===== src/rtl/tnoc_axi_read_arbiter.sv =====
`default_nettype none
// tnoc_axi_read_arbiter: round-robin AR arbiter sharing one AXI read port among REQUESTERS masters, with R routed back by ARID prefix.
// Optional macro TNOC_AXI_READ_ARBITER_AR_SLICE_EN adds a one-entry register slice on the m_ar* outputs.
module tnoc_axi_read_arbiter #(
   parameter  int REQUESTERS      = 2,
   parameter  int ID_WIDTH        = 4,
   parameter  int ADDR_WIDTH      = 64,
   parameter  int DATA_WIDTH      = 256,
   parameter  int MAX_OUTSTANDING = 4,
   localparam int SEL_W           = $clog2(REQUESTERS),
   localparam int PAY_W           = ADDR_WIDTH + 13,
   localparam int CNT_W           = $clog2(MAX_OUTSTANDING + 1)
) (
   input  logic                           clk,
   input  logic                           rst,
   input  logic [REQUESTERS-1:0]          s_arvalid,
   output logic [REQUESTERS-1:0]          s_arready,
   input  logic [REQUESTERS*ID_WIDTH-1:0] s_arid,
   input  logic [REQUESTERS*PAY_W-1:0]    s_arpay,
   output logic                           m_arvalid,
   input  logic                           m_arready,
   output logic [SEL_W+ID_WIDTH-1:0]      m_arid,
   output logic [PAY_W-1:0]               m_arpay,
   input  logic                           m_rvalid,
   output logic                           m_rready,
   input  logic [SEL_W+ID_WIDTH-1:0]      m_rid,
   input  logic [DATA_WIDTH-1:0]          m_rdata,
   input  logic [1:0]                     m_rresp,
   input  logic                           m_rlast,
   output logic [REQUESTERS-1:0]          s_rvalid,
   input  logic [REQUESTERS-1:0]          s_rready,
   output logic [ID_WIDTH-1:0]            s_rid,
   output logic [DATA_WIDTH-1:0]          s_rdata,
   output logic [1:0]                     s_rresp,
   output logic                           s_rlast
);

   localparam logic [CNT_W-1:0] CNT_MAX = CNT_W'(MAX_OUTSTANDING);

   typedef enum logic [0:0] {IDLE = 1'b0, GRANTED = 1'b1} state_t;

   state_t                state;
   logic [SEL_W-1:0]      grant;
   logic [SEL_W-1:0]      rr;
   logic [SEL_W-1:0]      pick;
   logic [SEL_W-1:0]      rr_after;
   logic                  pick_found;
   logic                  take_ready;
   logic                  s_hs;
   logic [CNT_W-1:0]      cnt       [REQUESTERS];
   logic [ID_WIDTH-1:0]   arid_arr  [REQUESTERS];
   logic [PAY_W-1:0]      arpay_arr [REQUESTERS];
   logic [REQUESTERS-1:0] eligible;
   logic [SEL_W-1:0]      idx;
   logic                  idx_ok;
   logic                  r_last_hs;

   generate
      for (genvar i = 0; i < REQUESTERS; i++) begin : g_req
         assign arid_arr[i]  = s_arid[i*ID_WIDTH +: ID_WIDTH];
         assign arpay_arr[i] = s_arpay[i*PAY_W +: PAY_W];
         assign eligible[i]  = s_arvalid[i] && (cnt[i] < CNT_MAX);
         assign s_arready[i] = (state == GRANTED) && (grant == SEL_W'(i)) && take_ready;
         assign s_rvalid[i]  = m_rvalid && idx_ok && (idx == SEL_W'(i));

         // Simultaneous accept and last-beat return cancel out.
         always_ff @(posedge clk or posedge rst) begin
            if (rst) begin
               cnt[i] <= '0;
            end else begin
               if (s_hs && (grant == SEL_W'(i)) && !(r_last_hs && idx_ok && (idx == SEL_W'(i)))) begin
                  cnt[i] <= cnt[i] + 1'b1;
               end else if (!(s_hs && (grant == SEL_W'(i))) && r_last_hs && idx_ok &&
                            (idx == SEL_W'(i)) && (cnt[i] != '0)) begin
                  cnt[i] <= cnt[i] - 1'b1;
               end
            end
         end
      end
   endgenerate

   // First eligible requester at or after the round-robin pointer.
   always_comb begin : p_pick
      int j;
      j          = 0;
      pick_found = 1'b0;
      pick       = '0;
      for (int k = 0; k < REQUESTERS; k++) begin
         j = int'(rr) + k;
         if (j >= REQUESTERS) j = j - REQUESTERS;
         if (!pick_found && eligible[j]) begin
            pick_found = 1'b1;
            pick       = SEL_W'(j);
         end
      end
   end

   assign rr_after = (int'(grant) == REQUESTERS - 1) ? '0 : grant + 1'b1;

`ifdef TNOC_AXI_READ_ARBITER_AR_SLICE_EN
   logic                      sl_valid;
   logic [SEL_W+ID_WIDTH-1:0] sl_id;
   logic [PAY_W-1:0]          sl_pay;

   assign take_ready = !sl_valid || m_arready;
   assign s_hs       = (state == GRANTED) && take_ready && s_arvalid[grant];
   assign m_arvalid  = sl_valid;
   assign m_arid     = sl_id;
   assign m_arpay    = sl_pay;

   always_ff @(posedge clk or posedge rst) begin
      if (rst) begin
         sl_valid <= 1'b0;
         sl_id    <= '0;
         sl_pay   <= '0;
      end else if (s_hs) begin
         sl_valid <= 1'b1;
         sl_id    <= {grant, arid_arr[grant]};
         sl_pay   <= arpay_arr[grant];
      end else if (m_arready) begin
         sl_valid <= 1'b0;
      end
   end
`else
   assign take_ready = m_arready;
   assign s_hs       = (state == GRANTED) && m_arready;
   assign m_arvalid  = (state == GRANTED);
   assign m_arid     = {grant, arid_arr[grant]};
   assign m_arpay    = arpay_arr[grant];
`endif

   // Grant is only re-evaluated from IDLE, so it is stable while m_arvalid is high.
   always_ff @(posedge clk or posedge rst) begin
      if (rst) begin
         state <= IDLE;
         grant <= '0;
         rr    <= '0;
      end else begin
         case (state)
            IDLE: begin
               if (pick_found) begin
                  grant <= pick;
                  state <= GRANTED;
               end
            end
            GRANTED: begin
               if (s_hs) begin
                  rr    <= rr_after;
                  state <= IDLE;
               end
            end
            default: state <= IDLE;
         endcase
      end
   end

   // Out-of-range index beats are sunk so the adapter never stalls on them.
   assign idx       = m_rid[SEL_W+ID_WIDTH-1 -: SEL_W];
   assign idx_ok    = int'(idx) < REQUESTERS;
   assign m_rready  = idx_ok ? s_rready[idx] : 1'b1;
   assign r_last_hs = m_rvalid && m_rready && m_rlast;
   assign s_rid     = m_rid[ID_WIDTH-1:0];
   assign s_rdata   = m_rdata;
   assign s_rresp   = m_rresp;
   assign s_rlast   = m_rlast;

`ifndef SYNTHESIS
   a_no_underflow : assert property (@(posedge clk) disable iff (rst)
      (r_last_hs && idx_ok) |-> (cnt[idx] != '0));
   a_idx_range : assert property (@(posedge clk) disable iff (rst)
      m_rvalid |-> idx_ok);
`endif

endmodule
`default_nettype wire


===== config.mk =====
export PLATFORM = sky130hd
export DESIGN_NAME = tnoc_axi_read_arbiter
export DESIGN_NICKNAME = d
export VERILOG_FILES = /design/src/rtl/tnoc_axi_read_arbiter.sv
export SDC_FILE = /design/constraint.sdc
export NUM_CORES = 1
export LEC_CHECK = 0
export ABC_AREA = 1
export CORE_AREA = 2 2 307 309
export CTS_BUF_LIST = sky130_fd_sc_hd__clkbuf_4
export CTS_CLUSTER_SIZE = 12
export DETAILED_ROUTE_END_ITERATION = 10
export DIE_AREA = 0 0 309 311
export GPL_TIMING_DRIVEN = 0
export PLACE_DENSITY = 0.34
export SYNTH_ARGS = -nofsm -noshare
export SYNTH_HDL_FRONTEND = slang
export SYNTH_SLANG_ARGS = --single-unit
export TNS_END_PERCENT = 20

===== constraint.sdc =====
create_clock -name clk -period 1.8 [get_ports clk]
set_input_delay 0.27 -clock clk [delete_from_list [all_inputs] [get_ports clk]]
set_output_delay 0.27 -clock clk [all_outputs]
set_load 0.05 [all_outputs]

==> Yosys cells after proc, flatten, opt, wreduce, memory -nomap -nowiden <==
Cells that the tools add are included.
{ "op_classes": {"n_lt_le_gt_ge": 8, "reduce_logical": 35, "bitwise": 4, "n_mux": 28, "n_addsub": 8} }
{ "op_table": {"columns": ["op", "n"], "rows": [
  ["$mux W77", 3],
  ["$lt A32 B3 Y1 const B", 2],
  ["$mux W32", 2],
  ["$logic_and A1 B1 Y1", 24],
  ["$mux W1", 15],
  ["$mux W3", 4],
  ["$mux W4", 3],
  ["$add A3 B1 Y3 const B", 2],
  ["$lt A3 B3 Y1 const B", 2],
  ["$reduce_bool A3 Y1", 2],
  ["$sub A3 B1 Y3 const B", 2],
  ["$logic_not A1 Y1", 5],
  ["$ge A2 B2 Y1 const B", 2],
  ["$reduce_and A2 Y1", 2],
  ["$reduce_bool A2 Y1", 2],
  ["$not A1 Y1", 3],
  ["$sub A1 B2 Y3 const B", 1],
  ["$sub A2 B2 Y3 const B", 1],
  ["$add A1 B1 Y2 const B", 1],
  ["$ge A1 B2 Y1 const B", 1],
  ["$lt A1 B2 Y1 const B", 1],
  ["$not A1 Y2", 1],
  ["$pmux W1 S2", 1],
  ["$add A1 B1 Y1 const B", 1]
]} }
{ "word_totals": {"elab_cells": 88, "out_inout_bits": 351, "reg_bits": 9} }

==> Logic depth before layout (Yosys ltp) <==
Gate-level depths: netlist of run 1.
{ "logic_depth": {"word_depth": 11, "depth_mapped": 11, "mapped_depth_nobuf": 11} }

==> Worst setup path after synthesis of run 1 <==
No wires, ideal clock.
{ "synth_path": {"path_type": "reg-to-reg", "start": "reg state, in the netlist m_arvalid", "end": "reg cnt[5] (netlist name)", "required_time_ns": 1.684, "synth_period_minus_slack_ns": 2.017, "path_buffers": 0, "arrival_time_ns": 1.901, "stages_incl_launch_ff": 11, "slack_ns": -0.217, "cell_sequence": "dfrtp_1 nand3_2 inv_2 nand2_2 fa_1 inv_1 nand3_1 nand2_1 nand2_1 nand2_1 nand2_1"} }
{ "synth_via": {"elab_chain_len": 7} }
{ "synth_rtl": {"columns": ["element", "line_no", "text"], "rows": [
  ["start, declared", "42", "state_t state;"],
  ["start signal, assigned", "135", "state <= IDLE;"],
  ["start signal, assigned", "143", "state <= GRANTED;"],
  ["start signal, assigned", "149", "state <= IDLE;"],
  ["$logic_and A1 B1 Y1 (*)", "126", "assign s_hs = (state == GRANTED) && m_arready;"],
  ["$logic_and A1 B1 Y1 (*)", "71, 73", null],
  ["$logic_not A1 Y1", "73", "end else if (!(s_hs && (grant == SEL_W'(i))) && r_last_hs && idx_ok &&"],
  ["$logic_and A1 B1 Y1 (2 in a row)", "73", null],
  ["$logic_and A1 B1 Y1", "74", "(idx == SEL_W'(i)) && (cnt[i] != '0)) begin"],
  ["$reduce_bool A2 Y1 (no line)", null, null],
  ["end signal, assigned by index", "72", "cnt[i] <= cnt[i] + 1'b1;"],
  ["end signal, assigned by index", "75", "cnt[i] <= cnt[i] - 1'b1;"],
  ["end, declared", "50", "logic [CNT_W-1:0] cnt [REQUESTERS];"]
]} }
Mark *: on every way between the ends. The rest lies on a longest branch, timed or not.
A chain may end at the register's enable or synchronous reset.

==> Worst setup path in the final report of run 1 <==
{ "layout_path": {"start": "reg grant", "end": "out m_arpay[52]"} }
{ "layout_via": {"elab_chain_len": 4} }
{ "layout_rtl": {"columns": ["element", "line_no", "text"], "rows": [
  ["start, declared", "43", "logic [SEL_W-1:0] grant;"],
  ["start signal, assigned", "142", "grant <= pick;"],
  ["$not A1 Y2 (not written as such)", "129", "assign m_arpay = arpay_arr[grant];"],
  ["$mux W77 (not written as such) (3 in a row)", "129", null],
  ["end, declared", "23", "output logic [PAY_W-1:0] m_arpay,"]
]} }
Every way passes these cells. The select of a mux whose other input is x is not followed.

==> results of run 1 <==
[registers in the layout, indices dropped and copies added (netlist names)]
register / flops
cnt: 6
m_arvalid: 1
rr: 1
grant: 1
[what timing repair did]
action                                  CTS  global route
gates cloned                              0             8
pin swaps                                 0             9
buffers inserted                          1             9
gates resized for setup                 559           180
endpoints found under the setup margin   91            85
[per-stage QoR]
step | hold slack, ns | TNS, ns | util | cell area (um2) | power (mW)
after floorplan | 0.0979 | 0 | - | 3570 | 6.35
after global placement | 0.471 | -79.26 | 0.112 | 10400 | 10.2
after detailed placement | 0.482 | -81.15 | 0.112 | 10400 | 10.2
after CTS | 0.323 | -2.65 | 0.112 | 10400 | 10.5
after global routing | 0.320 | -5.80 | 0.122 | 11300 | 13.1
final | 0.307 | -1.23 | 0.122 | 11300 | 12.4
[cell usage in the layout, fill, tap and decap left out, types with 3 or more instances in the layout]
master                            instances
sky130_fd_sc_hd__clkbuf_4                 4
sky130_fd_sc_hd__buf_8                   25
sky130_fd_sc_hd__nor2_1                   5
sky130_fd_sc_hd__clkdlybuf4s50_1        432
sky130_fd_sc_hd__buf_4                  272
sky130_fd_sc_hd__nand2_2                 40
sky130_fd_sc_hd__inv_1                   12
sky130_fd_sc_hd__buf_12                  11
sky130_fd_sc_hd__nand2_1                224
sky130_fd_sc_hd__clkbuf_16                8
sky130_fd_sc_hd__nand3_1                  8
sky130_fd_sc_hd__buf_6                   64
sky130_fd_sc_hd__nand2_4                 10
sky130_fd_sc_hd__nand3_2                  3
sky130_fd_sc_hd__diode_2                  7
sky130_fd_sc_hd__dfrtp_1                  7
[final timing paths]
kind                                      end  cells after the start
max                               m_arpay[52]                      8
min                        cnt[2]$_DFFE_PP0P_                      2
max reg2reg                cnt[5]$_DFFE_PP0P_                     12
min reg2reg                cnt[2]$_DFFE_PP0P_                      2
max in group asynchronous   grant$_DFFE_PP0P_                      2
min in group clk           cnt[2]$_DFFE_PP0P_                      2
[critical path, cell delays in order, from the launching register on]
cell and delay (ns):
sky130_fd_sc_hd__dfrtp_2 0.41, sky130_fd_sc_hd__buf_12 0.15, sky130_fd_sc_hd__clkinv_8 0.06, sky130_fd_sc_hd__buf_16 0.16, sky130_fd_sc_hd__buf_12 0.13, sky130_fd_sc_hd__buf_8 0.11, sky130_fd_sc_hd__nand2_2 0.08, sky130_fd_sc_hd__nand2_2 0.09
sky130_fd_sc_hd__buf_8 0.14
[power breakdown]
part           internal [mW]  leakage, nW  switching, mW
registers              0.310        0.106          0.105
clock network          0.100       0.0184         0.0691
logic                   4.60         4.82           7.17
[cells by family (layout without fill, tap and decap cells)]
family / Yosys count / count (layout)
AO/OA/AOI/OAI: 5 / 5
AND/OR/NAND/NOR: 293 / 293
other: 0 / 7
flip-flops: 9 / 9
buffers and inverters: 296 / 840
adder cells (fa/ha/maj): 2 / 2
[area by class of cell]
cell class / count / area [um2] / area share
multi-input combinational: 300 / 1390 / 0.123
sequential: 9 / 228 / 0.0202
clock buffer: 4 / 30.0 / 0.00266
antenna: 7 / 17.5 / 0.00155
timing repair buffer: 540 / 5740 / 0.508
tap: 1254 / 1570 / 0.139
inverter: 15 / 73.8 / 0.00653
buffer: 281 / 2260 / 0.200
[layer usage]
layer  up-vias  routed length (um)  track usage
met3        62                6430       0.0516
met4        50                 287      0.00430
met5         -                 311            0
met1      2543               14200       0.0731
li1       2649                   -            -
met2       435               23200        0.159
==> qor.txt, run 1 <==
CLOCK TREE
-------------------------------------------------------------------------------------------------
Root Buffer Master                                                                   sky130_fd_sc_hd__clkbuf_4
Clock buffer count from CTS                                                                     3
Sinks on Clock Net                                                                              9
Buffers from clock root to sink, at most                                                        2
Clock tree from TritonCTS                                                                   built
Later-pin clock latency in the skew report                                                0.25 ns
Clock-pin slew of the registers on the worst-case setup and hold paths                    0.06 ns
Total of hold buffers inserted after clock tree synthesis                                       0
Clock H-tree levels                                                                             1

LOGIC SYNTHESIS
-------------------------------------------------------------------------------------------------
Number of distinct library cell variants in the gate-level netlist after synthesis             20
Number of enable flip-flop cells after synthesis                                                0
Number of instances in the synthesized netlist                                                605
Top cells by area in the synthesized netlist                                         sky130_fd_sc_hd__buf_4 56%, sky130_fd_sc_hd__nand2_1 28%, sky130_fd_sc_hd__dfrtp_1 6.3%
Compound-gate portion of the synthesized area                                              0.0109
Largest family of logic cells by synthesized area                                    buffers and inverters
Primary FF master, synth                                                             sky130_fd_sc_hd__dfrtp_1
Top cell types by occurrence after synthesis                                         270 x sky130_fd_sc_hd__nand2_1, 264 x sky130_fd_sc_hd__buf_4, 12 x sky130_fd_sc_hd__inv_1
Multiplexer share of the synthesized area                                                       0
Most frequently used cell type in the post-synthesis netlist                         sky130_fd_sc_hd__nand2_1
#FFs+latches synth                                                                              9
Fraction of synthesized cell area taken by the top area cell type                           0.556
Number of nets produced by synthesis                                                         1041
Mapped cell area                                                                         3560 um2
Simple-gate portion of the synthesized area                                                 0.321
Cell taking the most area after synthesis                                            sky130_fd_sc_hd__buf_4
Synth warnings                                                                                  0
Average footprint of a synthesized cell                                                  5.89 um2
Fraction of the yosys area taken by sequential cells                                       0.0632
Parity-gate share of the synthesized area counting xor and xnor cells                           0
Area share of fa/ha/maj cells after synthesis                                              0.0112
Asr flop ratio synth                                                                         1.00

CELLS AND AREA
-------------------------------------------------------------------------------------------------
Signed area change from the synthesized netlist to the final layout                          217%
Post-route insts no fill                                                                     2410
Proportion of layout cells with a drive suffix above 1                                      0.391
Final net count                                                                              1586
Final-layout fill cell count                                                                10.7k

STA
-------------------------------------------------------------------------------------------------
Crit path time final                                                                      1.90 ns
Headroom to the max-slew limit                                                              0.484
Crit share post-route                                                                        1.05
Least-Margin Pin Slew                                                                    0.771 ns
Final setup violation count                                                                    35
Hold Violations, Final                                                                          0
Highest clock rate                                                                        528 MHz
Final Slew Violations                                                                           0
Clock tree skew after final layout                                                     0.00271 ns
Unrepaired setup endpoints after global routing                                              true
Minimum setup slack in the final design                                                -0.0954 ns

MIN PATH
-------------------------------------------------------------------------------------------------
Tightest Hold Check Type                                                              in -> async

SETUP PATH
-------------------------------------------------------------------------------------------------
Type of origin of the critical path                                                     flip-flop
Data required time at the worst endpoint                                                  1.53 ns
Reg2reg setup slack                                                                       0.01 ns
RR Startpoint                                                                        grant$_DFFE_PP0P_
Data arrival time of the critical path                                                    1.63 ns
CP Capture Type                                                                      primary output
Critical setup path kind                                                               reg -> out
Worst-path maximum fanout                                                                       7
Startpoint of the most critical setup path                                           grant$_DFFE_PP0P_

PLACED DESIGN
-------------------------------------------------------------------------------------------------
Estimated wirelength of the detail-placed design                                          39.9 mm
Worst slack at placement                                                                 -1.68 ns
DP Cell Count                                                                                2381
# port buffers                                                                                522
Final Wtd Congestion                                                                        0.777

GRT
-------------------------------------------------------------------------------------------------
Initial antenna violation count                                                                33
Total GRT Usage                                                                            0.0817
Grt total ovfl                                                                                  0
Wire length of the first global-routing pass                                              52.5 mm
Vias in the first global route                                                               5903
Pin count of the biggest net entering global routing                                           11

DETAILED ROUTING
-------------------------------------------------------------------------------------------------
DRC Markers                                                                                     0
Vias                                                                                         5739
Routed len/inst                                                                           18.4 um
First-pass detailed-route iteration total                                                       4
Number of violations reported at the end of detailed-routing iteration 0                      111
Post-detailed-route count of antenna-violating nets                                             0
Via density per instance                                                                     2.38
Total Wirelength                                                                          44.5 mm

JOB
-------------------------------------------------------------------------------------------------
MaxCap Viol Count                                                                               0

FLOORPLAN
-------------------------------------------------------------------------------------------------
Count of boundary I/O pins                                                                    785
Starting Density                                                                           0.0384
Die Y-Extent                                                                               311 um
Total Die Area                                                                          96100 um2
Total number of placement rows                                                                112
Horiz. Die Dim                                                                             309 um
Core footprint                                                                          92800 um2

POWER AND IR DROP
-------------------------------------------------------------------------------------------------
Peak VDD IR                                                                              0.565 mV
Power per Cell Area                                                                   1090 nW/um2
Static Leak                                                                               4.95 nW

STATUS
-------------------------------------------------------------------------------------------------
Run status                                                                           finished, violations left
Failing checks                                                                       negative setup slack

(Power assumes the default switching activity.)
==> run 2, diff against run 1 <==
--- a/config.mk
+++ b/config.mk
@@ -12,6 +12,7 @@
 export DETAILED_ROUTE_END_ITERATION = 10
 export DIE_AREA = 0 0 309 311
 export GPL_TIMING_DRIVEN = 0
+export MAX_ROUTING_LAYER = met4
 export PLACE_DENSITY = 0.34
 export SYNTH_ARGS = -nofsm -noshare
 export SYNTH_HDL_FRONTEND = slang
==> qor.txt, run 2 (synthesized netlist as in run 1, its figures left out) <==
GRT
---------------------------------------------------------------------------------------
Grt total ovfl                                                                        0   unchanged
Total GRT Usage                                                                  0.0841   +0.00242
Pin count of the biggest net entering global routing                                 11   unchanged
Vias in the first global route                                                     5909   +0.10%
Wire length of the first global-routing pass                                    52.4 mm   about the same
Initial antenna violation count                                                      37   +12%

FLOORPLAN
---------------------------------------------------------------------------------------
Total number of placement rows                                                      112   unchanged
Starting Density                                                                 0.0384   unchanged
Core footprint                                                                92800 um2   unchanged
Die Y-Extent                                                                     311 um   unchanged
Horiz. Die Dim                                                                   309 um   unchanged
Count of boundary I/O pins                                                          785   unchanged
Total Die Area                                                                96100 um2   unchanged

DETAILED ROUTING
---------------------------------------------------------------------------------------
Post-detailed-route count of antenna-violating nets                                   0   unchanged
Total Wirelength                                                                44.4 mm   -0.12%
First-pass detailed-route iteration total                                             4   unchanged
DRC Markers                                                                           0   unchanged
Routed len/inst                                                                 18.2 um   -1.3%
Number of violations reported at the end of detailed-routing iteration 0            110   -0.90%
Vias                                                                               5683   -0.98%
Via density per instance                                                           2.33   -2.2%

STA
---------------------------------------------------------------------------------------
Final Slew Violations                                                                 0   unchanged
Clock tree skew after final layout                                           0.00127 ns   -0.00144 ns
Minimum setup slack in the final design                                      -0.0845 ns   +0.0110 ns
Unrepaired setup endpoints after global routing                                    true
Crit share post-route                                                              1.05   -0.00609
Headroom to the max-slew limit                                                    0.484   about the same
Crit path time final                                                            1.88 ns   -0.0110 ns
Final setup violation count                                                          34   -2.9%
Hold Violations, Final                                                                0   unchanged
Highest clock rate                                                              531 MHz   +0.58%
Setup TNS                                                                      -1.11 ns   +0.117 ns
Least-Margin Pin Slew                                                          0.771 ns   -0.000128 ns

SETUP PATH
---------------------------------------------------------------------------------------
Type of origin of the critical path                                           flip-flop
Maximum cell stage delay along the critical path                                0.41 ns   about the same
Critical setup path kind                                                     reg -> out
Slowest-stage cell, CP                                                     sky130_fd_sc_hd__dfrtp_2
CP Capture Type                                                            primary output
Worst-path maximum fanout                                                             7   unchanged
Data required time at the worst endpoint                                        1.53 ns   about the same
Data arrival time of the critical path                                          1.61 ns   -0.02 ns
Chain of cells forming the critical path                                   buf_12, clkinv_8, buf_16, buf_12, buf_8, nand2_1, nand2_1, buf_6

CELLS AND AREA
---------------------------------------------------------------------------------------
Proportion of layout cells with a drive suffix above 1                            0.390   -0.000870
Final net count                                                                    1586   unchanged
Register name with the most flops                                                   cnt
Post-route insts no fill                                                           2440   +1.2%
Number of flip-flops in the largest register                                          6   unchanged
Post-layout instance area                                                     11400 um2   +0.61%
Leading cell types in the layout, fill and taps excluded                   432 x sky130_fd_sc_hd__clkdlybuf4s50_1, 272 x sky130_fd_sc_hd__buf_4, 225 x sky130_fd_sc_hd__nand2_1
Signed area change from the synthesized netlist to the final layout                219%
Most common cell after layout, fill and taps aside                         sky130_fd_sc_hd__clkdlybuf4s50_1

PLACED DESIGN
---------------------------------------------------------------------------------------
Total placed instance area                                                    10400 um2   unchanged
DP Cell Count                                                                      2381   unchanged
Estimated wirelength of the detail-placed design                                39.9 mm   unchanged
# port buffers                                                                      522   unchanged
Final Wtd Congestion                                                              0.789   +1.5%

CLOCK TREE
---------------------------------------------------------------------------------------
Clock H-tree levels                                                                   1   unchanged
Clock-pin slew of the registers on the worst-case setup and hold paths          0.06 ns   about the same
Clock tree from TritonCTS                                                         built
Root Buffer Master                                                         sky130_fd_sc_hd__clkbuf_4
Clock buffer count from CTS                                                           3   unchanged
Sinks on Clock Net                                                                    9   unchanged
Later-pin clock latency in the skew report                                      0.25 ns   about the same
Buffers from clock root to sink, at most                                              2   unchanged
Total of hold buffers inserted after clock tree synthesis                             0   unchanged

STATUS
---------------------------------------------------------------------------------------
Run status                                                                 finished, violations left
Failing checks                                                             negative setup slack

JOB
---------------------------------------------------------------------------------------
MaxCap Viol Count                                                                     0   unchanged

POWER AND IR DROP
---------------------------------------------------------------------------------------
Peak VDD IR                                                                    0.565 mV   about the same
Power per Cell Area                                                         1090 nW/um2   -0.72%
Static Leak                                                                     4.95 nW   about the same

MIN PATH
---------------------------------------------------------------------------------------
Tightest Hold Check Type                                                    in -> async

run 2: final cells by class:
cell class                 count  area (um2)
tap                         1254        1570
timing repair buffer         540        5730
antenna                       37        92.6
clock buffer                   4        30.0
multi-input combinational    300        1390
fill                       10745       81400
inverter                      15        73.8
buffer                       281        2260
sequential                     9         228
run 2: routing by layer:
metal	part of all wire	track usage	up-vias
met4	0.0038	0.00430	0
met1	0.34	0.0759	2530
met2	0.52	0.159	438
met3	0.13	0.0470	10
li1	-	-	2705
met5	0	-	-
run 2: timing repair:
action	4_1_cts	5_1_grt
endpoints found under the setup margin	91	85
pin swaps	0	8
gates resized for setup	559	178
setup buffers	1	9
endpoints found under the hold margin	0	0
cloned	0	8
run 2: final timing paths:
check	start	end	slack (ns)	depth (start not counted)
worst max-delay path	grant$_DFFE_PP0P_	m_arpay[56]	-0.08	8
worst min-delay path	rst	cnt[2]$_DFFE_PP0P_	0.32	2
worst max register to register	grant$_DFFE_PP0P_	cnt[5]$_DFFE_PP0P_	0.01	12
worst min register to register	cnt[2]$_DFFE_PP0P_	cnt[2]$_DFFE_PP0P_	0.49	2
max in group asynchronous	rst	m_arvalid$_DFF_PP0_	1.20	2
min in group clk	cnt[2]$_DFFE_PP0P_	cnt[2]$_DFFE_PP0P_	0.49	2
run 2: worst max-delay path, delay by kind of cell (launching register included):
kind,cells,cell delay (ns)
simple gates,2,0.15
flops,1,0.41
buf+inv,6,0.76
run 2: stage by stage:
stage | util | power (mW) | worst slack [ns] | hold slack [ns]
detailed placement | 0.112 | 10.2 | -1.68 | 0.482
global route | 0.122 | 13.1 | -0.179 | 0.320
finish | 0.123 | 12.3 | -0.0845 | 0.315
floorplan | - | 6.35 | 0.0199 | 0.0979
global placement | 0.112 | 10.2 | -1.64 | 0.471
CTS | 0.112 | 10.5 | -0.139 | 0.323
run 2: where the power goes:
part | total, mW | internal [mW] | switching (mW)
sequential | 0.415 | 0.310 | 0.105
clock | 0.168 | 0.100 | 0.0673
combinational | 11.8 | 4.60 | 7.16
==> run 3, diff against run 2 <==
--- a/config.mk
+++ b/config.mk
@@ -6,14 +6,14 @@
 export NUM_CORES = 1
 export LEC_CHECK = 0
 export ABC_AREA = 1
-export CORE_AREA = 2 2 307 309
+export CORE_AREA = 4 4 300 302
 export CTS_BUF_LIST = sky130_fd_sc_hd__clkbuf_4
 export CTS_CLUSTER_SIZE = 12
 export DETAILED_ROUTE_END_ITERATION = 10
-export DIE_AREA = 0 0 309 311
+export DIE_AREA = 0 0 304 306
 export GPL_TIMING_DRIVEN = 0
 export MAX_ROUTING_LAYER = met4
-export PLACE_DENSITY = 0.34
+export PLACE_DENSITY = 0.35
 export SYNTH_ARGS = -nofsm -noshare
 export SYNTH_HDL_FRONTEND = slang
 export SYNTH_SLANG_ARGS = --single-unit
==> qor.txt, run 3 (synthesized netlist as in run 1, its figures left out) <==
STA
---------------------------------------------------------------------------------------
Final Slew Violations                                                                 0   unchanged
Final setup violation count                                                          25   -26%
Unrepaired setup endpoints after global routing                                    true
Hold Violations, Final                                                                0   unchanged
Least-Margin Pin Slew                                                          0.797 ns   +0.0263 ns
Headroom to the max-slew limit                                                    0.467   -0.0176
Minimum setup slack in the final design                                      -0.0675 ns   +0.0169 ns
Highest clock rate                                                              535 MHz   +0.91%
Crit path time final                                                            1.87 ns   -0.0169 ns
Clock tree skew after final layout                                           0.00915 ns   +0.00788 ns
Crit share post-route                                                              1.04   -0.00940

POWER AND IR DROP
---------------------------------------------------------------------------------------
Power per Cell Area                                                         1050 nW/um2   -3.6%
Peak VDD IR                                                                    0.639 mV   +13%
Static Leak                                                                     4.76 nW   -3.9%

PLACED DESIGN
---------------------------------------------------------------------------------------
Total placed instance area                                                    10200 um2   -1.1%
# port buffers                                                                      522   unchanged
Final Wtd Congestion                                                              0.856   +8.6%
DP Cell Count                                                                      2292   -3.7%
Estimated wirelength of the detail-placed design                                40.5 mm   +1.4%

CELLS AND AREA
---------------------------------------------------------------------------------------
Register name with the most flops                                                   cnt
Number of flip-flops in the largest register                                          6   unchanged
Most common cell after layout, fill and taps aside                         sky130_fd_sc_hd__clkdlybuf4s50_1
Post-route insts no fill                                                           2340   -4.1%
Signed area change from the synthesized netlist to the final layout                204%
Post-layout instance area                                                     10800 um2   -4.8%
Proportion of layout cells with a drive suffix above 1                            0.368   -0.0224
Leading cell types in the layout, fill and taps excluded                   433 x sky130_fd_sc_hd__clkdlybuf4s50_1, 290 x sky130_fd_sc_hd__buf_4, 251 x sky130_fd_sc_hd__nand2_1
Final net count                                                                    1577   -0.57%

SETUP PATH
---------------------------------------------------------------------------------------
Data required time at the worst endpoint                                        1.53 ns   about the same
Worst-path maximum fanout                                                            10   +3
CP Capture Type                                                            primary output
Data arrival time of the critical path                                          1.60 ns   about the same
Number of buffer and inverter stages on the critical path                             3   -3
Type of origin of the critical path                                           flip-flop
Maximum cell stage delay along the critical path                                0.57 ns   +0.16 ns
Slowest-stage cell, CP                                                     sky130_fd_sc_hd__dfrtp_4
Chain of cells forming the critical path                                   buf_12, buf_4, nand2_1, nand2_1, buf_4
Critical setup path kind                                                     reg -> out
Top delay family on crit path                                              buffers and inverters

CLOCK TREE
---------------------------------------------------------------------------------------
Sinks on Clock Net                                                                    9   unchanged
Clock tree from TritonCTS                                                         built
Clock H-tree levels                                                                   1   unchanged
Buffers from clock root to sink, at most                                              2   unchanged
Later-pin clock latency in the skew report                                      0.26 ns   about the same
Clock buffer count from CTS                                                           3   unchanged
Root Buffer Master                                                         sky130_fd_sc_hd__clkbuf_4
Clock-pin slew of the registers on the worst-case setup and hold paths          0.07 ns   about the same

DETAILED ROUTING
---------------------------------------------------------------------------------------
Routed len/inst                                                                 18.9 um   +3.6%
First-pass detailed-route iteration total                                             4   unchanged
Vias                                                                               5650   -0.58%
Number of violations reported at the end of detailed-routing iteration 0            171   +55%
Total Wirelength                                                                44.1 mm   -0.63%
Post-detailed-route count of antenna-violating nets                                   0   unchanged
DRC Markers                                                                           0   unchanged
Via density per instance                                                           2.41   +3.7%

FLOORPLAN
---------------------------------------------------------------------------------------
Count of boundary I/O pins                                                          785   unchanged
Core footprint                                                                87700 um2   -5.5%
Die Y-Extent                                                                     306 um   -1.6%
Total number of placement rows                                                      109   -2.7%
Total Die Area                                                                93000 um2   -3.2%
Starting Density                                                                 0.0406   +0.00222
Horiz. Die Dim                                                                   304 um   -1.6%

GRT
---------------------------------------------------------------------------------------
M2 GR Usage                                                                       0.166   +0.00688
Initial antenna violation count                                                      34   -8.1%
Grt total ovfl                                                                        0   unchanged
Grt peak-use layer                                                                 met2
Pin count of the biggest net entering global routing                                 11   unchanged
GR Util met3                                                                     0.0467   -0.000302
Met1 demand-to-capacity share in global routing                                  0.0829   +0.00701
Vias in the first global route                                                     6055   +2.5%
Total GRT Usage                                                                  0.0884   +0.00427
Wire length of the first global-routing pass                                    54.5 mm   +3.8%

JOB
---------------------------------------------------------------------------------------
MaxCap Viol Count                                                                     0   unchanged

STATUS
---------------------------------------------------------------------------------------
Failing checks                                                             negative setup slack
Run status                                                                 finished, violations left

MIN PATH
---------------------------------------------------------------------------------------
Tightest Hold Check Type                                                    in -> async

-- run 3: cell count changes in the layout (fill, tap and decap cells not counted), sizes merged --
cell and change:
diode -2, clkbuf -4, clkdlybuf4s50 +1, inv +2
clkdlybuf4s15 -1, buf -6, dlymetal6s2s -1
-- run 3: final timing paths --
path | start | endpoint | slack, ns | cells after the start
min reg2reg | cnt[2]$_DFFE_PP0P_ | cnt[2]$_DFFE_PP0P_ | 0.48 | 2
max in group asynchronous | rst | grant$_DFFE_PP0P_ | 1.22 | 2
min | rst | cnt[2]$_DFFE_PP0P_ | 0.28 | 2
max reg2reg | grant$_DFFE_PP0P_ | cnt[5]$_DFFE_PP0P_ | -0.01 | 11
max | grant$_DFFE_PP0P_ | m_arpay[75] | -0.07 | 5
min in group clk | cnt[2]$_DFFE_PP0P_ | cnt[2]$_DFFE_PP0P_ | 0.48 | 2
-- run 3: layout make-up --
class,count,area (um2)
plain buffers,281,2250
clock inverters,1,5.00
inverters,15,71.3
repair buffers,530,5380
clock buffers,3,22.5
fillers,10132,76900
multi-input cells,300,1300
flip-flops and latches,9,230
repair inverters,1,11.3
well taps,1165,1460
diodes,35,87.6
-- run 3: repair_timing --
action / 4_1_cts / 5_1_grt
pin swaps: 0 / 31
hold buffers: 0 / 0
endpoints found under the setup margin: 92 / 85
hold endpoints to repair: 0 / 0
gates cloned: 0 / 2
setup buffers: 2 / 5
gates resized for setup: 562 / 131
-- run 3: power breakdown --
part           internal [mW]  switching [mW]
Clock                 0.0820          0.0768
Sequential             0.315           0.174
Combinational           3.88            6.80
Total                   4.27            7.05
-- run 3: per-layer routing --
| metal | part of all wire | wire length [um] |
|---|---|---|
| met5 | 0 | 0 |
| met1 | 0.36 | 15900 |
| met4 | 0.0086 | 378 |
| met2 | 0.52 | 23000 |
| met3 | 0.11 | 4800 |
-- run 3: metrics by stage --
stage | util | hold WS, ns | setup slack, ns | power (mW) | setup TNS, ns
finish | 0.123 | 0.275 | -0.0675 | 11.3 | -0.518
detailed placement | 0.117 | 0.470 | -1.48 | 10.2 | -94.40
global placement | 0.117 | 0.464 | -1.47 | 10.2 | -92.71
floorplan | - | 0.0979 | 0.0199 | 6.35 | 0
CTS | 0.117 | 0.290 | -0.197 | 10.6 | -5.36
global route | 0.123 | 0.313 | -0.148 | 12.0 | -6.90
